$ cat src/rtl/mem_arb_pkg.sv
// Shared types for the I/D memory arbiter.
// FSM encoding and default bus widths.
package mem_arb_pkg;

  localparam int DEF_ADDR_W = 28;
  localparam int DEF_LINE_W = 128;

  typedef enum logic [1:0] {
    IDLE    = 2'd0,
    BUSY_I  = 2'd1,
    BUSY_D  = 2'd2,
    RELEASE = 2'd3
  } state_t;

endpackage

$ cat src/rtl/mem_arbiter_if.sv
// Cache and memory line ports seen by the arbiter.
// slave = arbiter side, master = caches/memory side.
interface mem_arbiter_if #(
  parameter int ADDR_W = 28,
  parameter int LINE_W = 128
);

  logic              i_mem_read;
  logic [ADDR_W-1:0] i_mem_addr;
  logic [LINE_W-1:0] i_mem_rdata;
  logic              i_mem_ready;

  logic              d_mem_read;
  logic              d_mem_write;
  logic [ADDR_W-1:0] d_mem_addr;
  logic [LINE_W-1:0] d_mem_wdata;
  logic [LINE_W-1:0] d_mem_rdata;
  logic              d_mem_ready;

  logic              mem_read;
  logic              mem_write;
  logic [ADDR_W-1:0] mem_addr;
  logic [LINE_W-1:0] mem_wdata;
  logic [LINE_W-1:0] mem_rdata;
  logic              mem_ready;

  logic              grant_d;
  logic              tmo_err;

  modport slave (
    input  i_mem_read, i_mem_addr,
    output i_mem_rdata, i_mem_ready,
    input  d_mem_read, d_mem_write,
    input  d_mem_addr, d_mem_wdata,
    output d_mem_rdata, d_mem_ready,
    output mem_read, mem_write,
    output mem_addr, mem_wdata,
    input  mem_rdata, mem_ready,
    output grant_d, tmo_err
  );

  modport master (
    output i_mem_read, i_mem_addr,
    input  i_mem_rdata, i_mem_ready,
    output d_mem_read, d_mem_write,
    output d_mem_addr, d_mem_wdata,
    input  d_mem_rdata, d_mem_ready,
    input  mem_read, mem_write,
    input  mem_addr, mem_wdata,
    output mem_rdata, mem_ready,
    input  grant_d, tmo_err
  );

endinterface

$ cat src/rtl/arb_rr2.sv
// Two-way round-robin picker.
// On a tie the side not granted last wins.
module arb_rr2 (
  input  logic req_i,
  input  logic req_d,
  input  logic last_d,
  output logic pick_d
);

  assign pick_d = req_d & (~req_i | ~last_d);

endmodule

$ cat src/rtl/mem_arbiter.sv
// Shares one memory line port between I- and D-cache.
// One transaction in flight, fields latched at grant.
module mem_arbiter
  import mem_arb_pkg::*;
#(
  parameter int ADDR_W = DEF_ADDR_W,
  parameter int LINE_W = DEF_LINE_W,
  parameter int TMO_W  = 16
) (
  input logic          clk,
  input logic          rst,
  mem_arbiter_if.slave bus
);

  localparam logic [TMO_W-1:0] ONE = 1;

  state_t           state;
  logic [TMO_W-1:0] cnt;
  logic [TMO_W-1:0] cnt_nxt;
  logic             req_i;
  logic             req_d;
  logic             pick_d;

  assign req_i = bus.i_mem_read;
  assign req_d = bus.d_mem_read
               | bus.d_mem_write;

  // Saturating wait count
  assign cnt_nxt = (&cnt) ? cnt : cnt + ONE;

  arb_rr2 u_rr (
    .req_i  (req_i),
    .req_d  (req_d),
    .last_d (bus.grant_d),
    .pick_d (pick_d)
  );

  always_ff @(posedge clk or posedge rst) begin
    if (rst) begin
      state           <= IDLE;
      cnt             <= '0;
      bus.mem_read    <= 1'b0;
      bus.mem_write   <= 1'b0;
      bus.mem_addr    <= '0;
      bus.mem_wdata   <= '0;
      bus.i_mem_rdata <= '0;
      bus.i_mem_ready <= 1'b0;
      bus.d_mem_rdata <= '0;
      bus.d_mem_ready <= 1'b0;
      bus.grant_d     <= 1'b0;
      bus.tmo_err     <= 1'b0;
    end else begin
      unique case (state)
        IDLE: begin
          if (req_i | req_d) begin
            bus.grant_d <= pick_d;
            cnt         <= '0;
            if (pick_d) begin
              // Write wins over a simultaneous read
              bus.mem_addr  <= bus.d_mem_addr;
              bus.mem_wdata <= bus.d_mem_wdata;
              bus.mem_write <= bus.d_mem_write;
              bus.mem_read  <= ~bus.d_mem_write;
              state         <= BUSY_D;
            end else begin
              bus.mem_addr  <= bus.i_mem_addr;
              bus.mem_write <= 1'b0;
              bus.mem_read  <= 1'b1;
              state         <= BUSY_I;
            end
          end
        end
        BUSY_I, BUSY_D: begin
          if (bus.mem_ready) begin
            bus.mem_read  <= 1'b0;
            bus.mem_write <= 1'b0;
            cnt           <= '0;
            state         <= RELEASE;
            if (state == BUSY_I) begin
              bus.i_mem_ready <= 1'b1;
              if (bus.mem_read)
                bus.i_mem_rdata <= bus.mem_rdata;
            end else begin
              bus.d_mem_ready <= 1'b1;
              if (bus.mem_read)
                bus.d_mem_rdata <= bus.mem_rdata;
            end
          end else begin
            cnt <= cnt_nxt;
            if (&cnt_nxt)
              bus.tmo_err <= 1'b1;
          end
        end
        RELEASE: begin
          bus.i_mem_ready <= 1'b0;
          bus.d_mem_ready <= 1'b0;
          state           <= IDLE;
        end
        default: state <= IDLE;
      endcase
    end
  end

endmodule

$ cat src/flat_wrapper.sv
// flat-port wrapper written by rule: the top's interface ports become plain ports
module mem_arbiter_flat import mem_arb_pkg::*;
#(
  parameter int ADDR_W = DEF_ADDR_W,
  parameter int LINE_W = DEF_LINE_W,
  parameter int TMO_W  = 16
)
  (clk, rst, bus_i_mem_read, bus_i_mem_addr, bus_i_mem_rdata, bus_i_mem_ready, bus_d_mem_read, bus_d_mem_write, bus_d_mem_addr, bus_d_mem_wdata, bus_d_mem_rdata, bus_d_mem_ready, bus_mem_read, bus_mem_write, bus_mem_addr, bus_mem_wdata, bus_mem_rdata, bus_mem_ready, bus_grant_d, bus_tmo_err);
  mem_arbiter_if #(.ADDR_W(ADDR_W), .LINE_W(LINE_W)) bus_i ();
  input logic clk;
  input logic rst;
  input wire logic [$bits(bus_i.i_mem_read)-1:0] bus_i_mem_read;
  input wire logic [$bits(bus_i.i_mem_addr)-1:0] bus_i_mem_addr;
  output wire logic [$bits(bus_i.i_mem_rdata)-1:0] bus_i_mem_rdata;
  output wire logic [$bits(bus_i.i_mem_ready)-1:0] bus_i_mem_ready;
  input wire logic [$bits(bus_i.d_mem_read)-1:0] bus_d_mem_read;
  input wire logic [$bits(bus_i.d_mem_write)-1:0] bus_d_mem_write;
  input wire logic [$bits(bus_i.d_mem_addr)-1:0] bus_d_mem_addr;
  input wire logic [$bits(bus_i.d_mem_wdata)-1:0] bus_d_mem_wdata;
  output wire logic [$bits(bus_i.d_mem_rdata)-1:0] bus_d_mem_rdata;
  output wire logic [$bits(bus_i.d_mem_ready)-1:0] bus_d_mem_ready;
  output wire logic [$bits(bus_i.mem_read)-1:0] bus_mem_read;
  output wire logic [$bits(bus_i.mem_write)-1:0] bus_mem_write;
  output wire logic [$bits(bus_i.mem_addr)-1:0] bus_mem_addr;
  output wire logic [$bits(bus_i.mem_wdata)-1:0] bus_mem_wdata;
  input wire logic [$bits(bus_i.mem_rdata)-1:0] bus_mem_rdata;
  input wire logic [$bits(bus_i.mem_ready)-1:0] bus_mem_ready;
  output wire logic [$bits(bus_i.grant_d)-1:0] bus_grant_d;
  output wire logic [$bits(bus_i.tmo_err)-1:0] bus_tmo_err;
  assign bus_i.i_mem_read = bus_i_mem_read;
  assign bus_i.i_mem_addr = bus_i_mem_addr;
  assign bus_i_mem_rdata = bus_i.i_mem_rdata;
  assign bus_i_mem_ready = bus_i.i_mem_ready;
  assign bus_i.d_mem_read = bus_d_mem_read;
  assign bus_i.d_mem_write = bus_d_mem_write;
  assign bus_i.d_mem_addr = bus_d_mem_addr;
  assign bus_i.d_mem_wdata = bus_d_mem_wdata;
  assign bus_d_mem_rdata = bus_i.d_mem_rdata;
  assign bus_d_mem_ready = bus_i.d_mem_ready;
  assign bus_mem_read = bus_i.mem_read;
  assign bus_mem_write = bus_i.mem_write;
  assign bus_mem_addr = bus_i.mem_addr;
  assign bus_mem_wdata = bus_i.mem_wdata;
  assign bus_i.mem_rdata = bus_mem_rdata;
  assign bus_i.mem_ready = bus_mem_ready;
  assign bus_grant_d = bus_i.grant_d;
  assign bus_tmo_err = bus_i.tmo_err;
  mem_arbiter #(.ADDR_W(ADDR_W), .LINE_W(LINE_W), .TMO_W(TMO_W)) u_core (.clk(clk), .rst(rst), .bus(bus_i));
endmodule
$ cat config.mk
export PLATFORM = sky130hd
export DESIGN_NAME = mem_arbiter_flat
export DESIGN_NICKNAME = d
export VERILOG_FILES = /design/src/rtl/mem_arb_pkg.sv /design/src/rtl/mem_arbiter_if.sv /design/src/rtl/arb_rr2.sv /design/src/rtl/mem_arbiter.sv /design/src/flat_wrapper.sv
export SDC_FILE = /design/constraint.sdc
export NUM_CORES = 1
export LEC_CHECK = 0
export CAP_MARGIN = 40
export CORE_AREA = 2 2 284 286
export CTS_BUF_LIST = sky130_fd_sc_hd__clkbuf_4
export DETAILED_ROUTE_END_ITERATION = 8
export DIE_AREA = 0 0 286 288
export GPL_TIMING_DRIVEN = 0
export SYNTH_ARGS = -nofsm -noshare
export SYNTH_HDL_FRONTEND = slang
export SYNTH_SLANG_ARGS = --single-unit
$ cat constraint.sdc
create_clock -name clk -period 15.5 [get_ports clk]
set_input_delay 1.55 -clock clk [delete_from_list [all_inputs] [get_ports clk]]
set_output_delay 1.55 -clock clk [all_outputs]
set_load 0.05 [all_outputs]
# Word-level counts from Yosys, hierarchy flattened

Index checks and enable logic that the tools add are counted.

Output and inout port bits: 418
Bits of input ports: 318
Logic and storage cells: 66
Bits in registers: 436

Eq/ne operators: 7
Bitwise operators: 9
$add $sub $neg: 1
Multiplexer cells: 22
Reductions and logical operators: 15

Operators with widths:

| operator              | number |
|---|---|
| $mux 16               | 3 |
| $pmux 16 s2           | 1 |
| $mux 28               | 1 |
| $reduce_and 18->1     | 1 |
| $add 16x1->16 const B | 1 |
| $reduce_and 16->1     | 1 |
| $reduce_and 3->1      | 4 |
| $mux 1                | 9 |
| $pmux 1 s2            | 4 |
| $reduce_and 4->1      | 2 |
| $mux 2                | 3 |
| $pmux 2 s3            | 1 |
| $reduce_and 2->1      | 3 |
| $not 1->1             | 5 |
| $eq 2x2->1 const B    | 2 |
| $ne 2x1->1 const B    | 2 |
| $ne 2x2->1 const B    | 2 |
| $reduce_bool 2->1     | 2 |
| $or 1x1->1            | 3 |
| $eq 2x1->1 const B    | 1 |
| $logic_not 2->1       | 1 |
| $reduce_or 2->1       | 1 |
| $and 1x1->1           | 1 |

# Logic depth before layout (Yosys ltp)

Depth in word-level cells: 6
Gate-level depth with buffers: 9
Mapped depth without buffers: 7

# Modules after synthesis

A second synthesis with hierarchy kept.

Cell total of the unflattened synthesis: 1124
Area, all modules: 17068.9 um^2

By module, submodules not included:

| module      | instances | area each (um^2) | seq. area each (um^2) | cells each |
|---|---|---|---|---|
| mem_arbiter | 1         | 17057.6          | 10910.5               | 1123 |
| arb_rr2     | 1         | 11.3             | 0.0                   | 1 |

# Worst setup path after synthesis

OpenSTA, ideal clock, no wires.

Path type: input-to-reg
Start: in bus_i_mem_read
End: reg u_core.bus.mem_wdata[100]
Arrival time: 2952 ps
Setup time: 125 ps
Path slack: 12423 ps
Cell stages on the path: 5
Path buffers: 2
Required time: 15375 ps
Path through: o31ai_1 -> nor2b_1 -> clkbuf_1 -> clkbuf_1 -> mux2_2

Word-level cells in the longest chain between the ends: 4
Elaborated cells between the ends (all ways): 5
Those cells by class: 4 x bitwise; 1 x reduce/logical

Ends and longest elaborated chain:

| item                                  | RTL line             | RTL |
|---|---|---|
| start, declared                       | flat_wrapper.sv:12   | `input wire logic [$bits(bus_i.i_mem_read)-1:0] bus_i_mem_read;` |
| $not 1->1                             | arb_rr2.sv:10        | `assign pick_d = req_d & (~req_i \| ~last_d);` |
| $or 1x1->1                            | arb_rr2.sv:10        |  |
| $and 1x1->1                           | arb_rr2.sv:10        |  |
| $reduce_and 3->1 (no source line) (*) | -                    |  |
| end signal, assigned                  | mem_arbiter.sv:61    | `bus.mem_wdata <= bus.d_mem_wdata;` |
| end, declared                         | mem_arbiter_if.sv:37 | `output mem_addr, mem_wdata,` |

Mark *: on every way between the ends. The rest lies on a longest branch, timed or not.
A chain may end at the register's enable or synchronous reset.

# Worst setup path after layout

Start: reg u_core.bus.i_mem_rdata[98]
End: out bus_i_mem_rdata[98]

RTL lines:

| item                   | RTL line             | RTL |
|---|---|---|
| start, declared        | mem_arbiter_if.sv:32 | `output i_mem_rdata, i_mem_ready,` |
| start signal, assigned | mem_arbiter.sv:82    | `bus.i_mem_rdata <= bus.mem_rdata;` |
| end, declared          | flat_wrapper.sv:14   | `output wire logic [$bits(bus_i.i_mem_rdata)-1:0] bus_i_mem_rdata;` |

No word-level cell between the ends.

==> results.tsv <==
stage	metric	value	unit
setup_path	capturing point of the worst reg2reg path	u_core.bus.mem_wdata[100]	
clock_network	Post-CTS Hold Fix Bufs	0	
floorplanning	FP Rows	104	
placed_design	number of I/O port buffers	735	
synth	post-synth top area cell	dfrtp_1	
route	wirelength, routed	59700	µm
global_route	initial antenna violation count	5	
sta	fin worst setup slack	11.73	ns
synth	ys async rst share	1.00	
setup_path	CP top delay family	buffers and inverters	
setup_path	Slowest cell on crit path	clkdlybuf4s50_1	
sta	shortest period the worst path allows	3.77	ns
sta	Final Skew	0.0808	ns
floorplanning	Starting Density	0.214	
sta	Hold Fails Final Rpt	0	
cells_and_area	fraction of layout cells with a size suffix above 1	0.288	
worst_hold_path	worst hold path startpoint	u_core.bus.mem_addr[7]	
clock_network	PostCTS Resize Cnt	0	
route	Final ANT Viol Nets	0	
setup_path	Bufs and invs on worst path	1	
power_and_ir_drop	overall power	6970	µW
route	DR iter-0 viols	367	
outcome	status	finished clean	
power_and_ir_drop	VDD IR-drop max	0.168	mV
floorplanning	Core Area	0.0796	mm²
synth	Area contributors post-synth	dfrtp_1, mux2_2, mux2i_1	
setup_path	crit-path max cell delay	1.04	ns
setup_path	CP required	13.95	ns
clock_network	Clock transition at path regs	0.06	ns
synth	register area share after synthesis	0.639	
clock_network	clk sinks	436	
setup_path	Worst setup SP type	register	
placed_design	GPL Wtd Cong	0.874	
floorplanning	die footprint	0.0824	mm²
floorplanning	Die Ht	288	µm
placed_design	dpl cells	2945	
global_route	global-route wire length before repair	88500	µm
sta	Peak Freq	265	MHz
placed_design	DP Wirelength	46000	µm
clock_network	clock latency on the worst-skew pair	0.88	ns
sta	final slew viol count	0	
route	drt pass-1 iters	4	
sta	endpoints failing setup	0	
synth	synthesized netlist cell count	1141	
synth	register bit total from synthesis	436	
placed_design	Placed Area	0.0259	mm²
synth	syn nets	1465	
floorplanning	die width	286	µm
synth	Synth Warn #	0	
power_and_ir_drop	Leak	0.0117	µW
worst_hold_path	hold-critical path endpoint	u_core.bus.mem_addr[7]	
sta	crit share post-route	0.243	
clock_network	clock buffer depth	3	
clock_network	CTS H-tree depth	3	
setup_path	crit path DAT	2.22	ns
global_route	number of global-route vias before repair	14300	
synth	Synth top area share	0.639	
synth	EDFF count, synth	0	
cells_and_area	Area Overhead vs Synth	61.2	%
synth	Netlist cell types	48	
synth	Mapped Avg Cell Area	15.0	µm²
route	DRC	0	
setup_path	CP Class	register to primary output	
global_route	GR Util All Layers	0.140	
synth	cell area after synthesis	0.0171	mm²
floorplanning	I/O pins	736	
setup_path	Worst R2R Setup Slack	12.31	ns
cells_and_area	Nets	2332	
setup_path	RR Startpoint	u_core.state[1]	
setup_path	Critical Path Fanout Max	2	
global_route	grt ovf	0	
synth	predominant post-synthesis flop cell	dfrtp_1	
placed_design	pre-CTS setup slack	10.98	ns
clock_network	CTS tree	yes	
power_and_ir_drop	PD cells	253	mW/mm²
setup_path	critical path cell sequence	clkdlybuf4s50_1	
synth	Synth top cells by count	dfrtp_1, mux2_2, clkbuf_1, o21ai_0, nand2_1	
global_route	largest net degree at the start of global routing	126	
synth	count leader, synth	dfrtp_1	
worst_hold_path	hold-critical path depth	2	
route	routed length per instance	18.8	µm
clock_network	CTS buffer count	121	
flow_run	Max Cap Viol	0	
clock_network	CTS Root Cell	clkbuf_4	
route	via count	13100	
worst_hold_path	Hold Crit Class	register to register	
cells_and_area	finished layout cell area	0.0275	mm²
sta	relative slew slack	0.394	
route	Via density	4.12	
sta	hold slack	0.482	ns
sta	actual slew at the worst max-slew pin	0.897	ns
cells_and_area	final std cells w/o fill	3172	
clock_network	setup repair bufs after CTS	0	
setup_path	R2R cell count	8	
sta	RSZ-0062 raised after global routing	false	
setup_path	CP Capture Type	primary output	
[worst register-to-register path, cell delays in order (launching register included)]
cell      delay (ns)
dfrtp_1         0.40
inv_1           0.12
ha_1            0.26
o31ai_1         0.14
buf_2           0.18
nor2b_1         0.35
clkbuf_1        0.65
clkbuf_1        0.57
mux2_2          0.41
[logic make-up after synthesis]
group,Yosys count,synth area share
XOR/XNOR,4,0.00205
AO/OA/AOI/OAI,102,0.0352
adder cells (fa/ha/maj),6,0.00440
multiplexers,413,0.270
AND/OR/NAND/NOR,107,0.0329
buffers and inverters,73,0.0166
flip-flops,436,0.639
[cell type report]
cell class	count	area (µm²)
Timing Repair Buffer	744	7520
Multi-Input combinational cell	632	5890
Antenna cell	5	12.5
Inverter	8	37.5
Tap cell	1060	1330
Clock inverter	31	151
Sequential cell	436	10900
Fill cell	7932	52100
Buffer	65	253
Clock buffer	191	1430
[how the worst max path moves through the flow]
| stage | slack [ns] | end | from | depth (start not counted) |
|---|---|---|---|---|
| 6_report | 11.73 | bus_i_mem_rdata[98] | u_core.bus.i_mem_rdata[98] | 1 |
| 4_1_cts | 11.55 | bus_i_mem_rdata[98] | u_core.bus.i_mem_rdata[98] | 1 |
| 3_5_place_dp | 10.98 | u_core.bus.mem_wdata[88] | bus_d_mem_write | 6 |
| 5_1_grt | 11.58 | bus_i_mem_rdata[98] | u_core.bus.i_mem_rdata[98] | 1 |
| 2_1_floorplan | 1.80 | u_core.bus.d_mem_rdata[0] | rst | 1 |
| 3_3_place_gp | -3.34 | u_core.bus.d_mem_rdata[76] | rst | 2 |
[state kept, by name (all words and copies together) (netlist names)]
name,count
u_core.bus.d_mem_rdata,128
u_core.bus.i_mem_rdata,128
u_core.bus.mem_wdata,128
u_core.bus.mem_addr,28
u_core.cnt,16
u_core.state,2
u_core.bus.d_mem_ready,1
u_core.bus.grant_d,1
u_core.bus.i_mem_ready,1
u_core.bus.mem_read,1
u_core.bus.mem_write,1
u_core.bus.tmo_err,1
[per-stage QoR]
| stage | setup TNS (ns) | utilization |
|---|---|---|
| 2_1_floorplan | 0 | - |
| 3_3_place_gp | -1424.75 | 0.324 |
| 3_5_place_dp | 0 | 0.326 |
| 4_1_cts | 0 | 0.346 |
| 5_1_grt | 0 | 0.346 |
| 6_report | 0 | 0.346 |
[per-layer routing]
metal,vias up,part of all wire,GRT usage
met3,111,0.072,0.0417
met1,6564,0.39,0.162
met5,-,0,0
met4,0,0.024,0.0492
met2,469,0.52,0.244
li1,5911,-,-
[cells in the final DEF (no fill, tap or decap), drive strengths merged, types with 3 or more instances in the layout]
| cell type | n |
|---|---|
| and3 | 3 |
| clkbuf | 247 |
| a31oi | 6 |
| nor2 | 8 |
| o21a | 3 |
| a21oi | 19 |
| mux2 | 384 |
| diode | 5 |
| ha | 6 |
| clkdlybuf4s50 | 735 |
| o21ai | 55 |
| mux2i | 29 |
| dfrtp | 436 |
| nand3b | 3 |
| inv | 11 |
| clkinv | 27 |
| and4 | 3 |
| nand2 | 51 |
| xnor2 | 3 |
| nor4 | 3 |
| o41ai | 5 |
| buf | 18 |
| nand4 | 9 |
| nor3 | 3 |
| nand3 | 16 |
[where the power goes]
part	switching [µW]	total, µW	internal, µW
combinational	2550	3960	1410
sequential	288	1950	1660
clock	508	1070	559
total	3350	6970	3620
No activity file was read; power rests on OpenSTA's default activity.
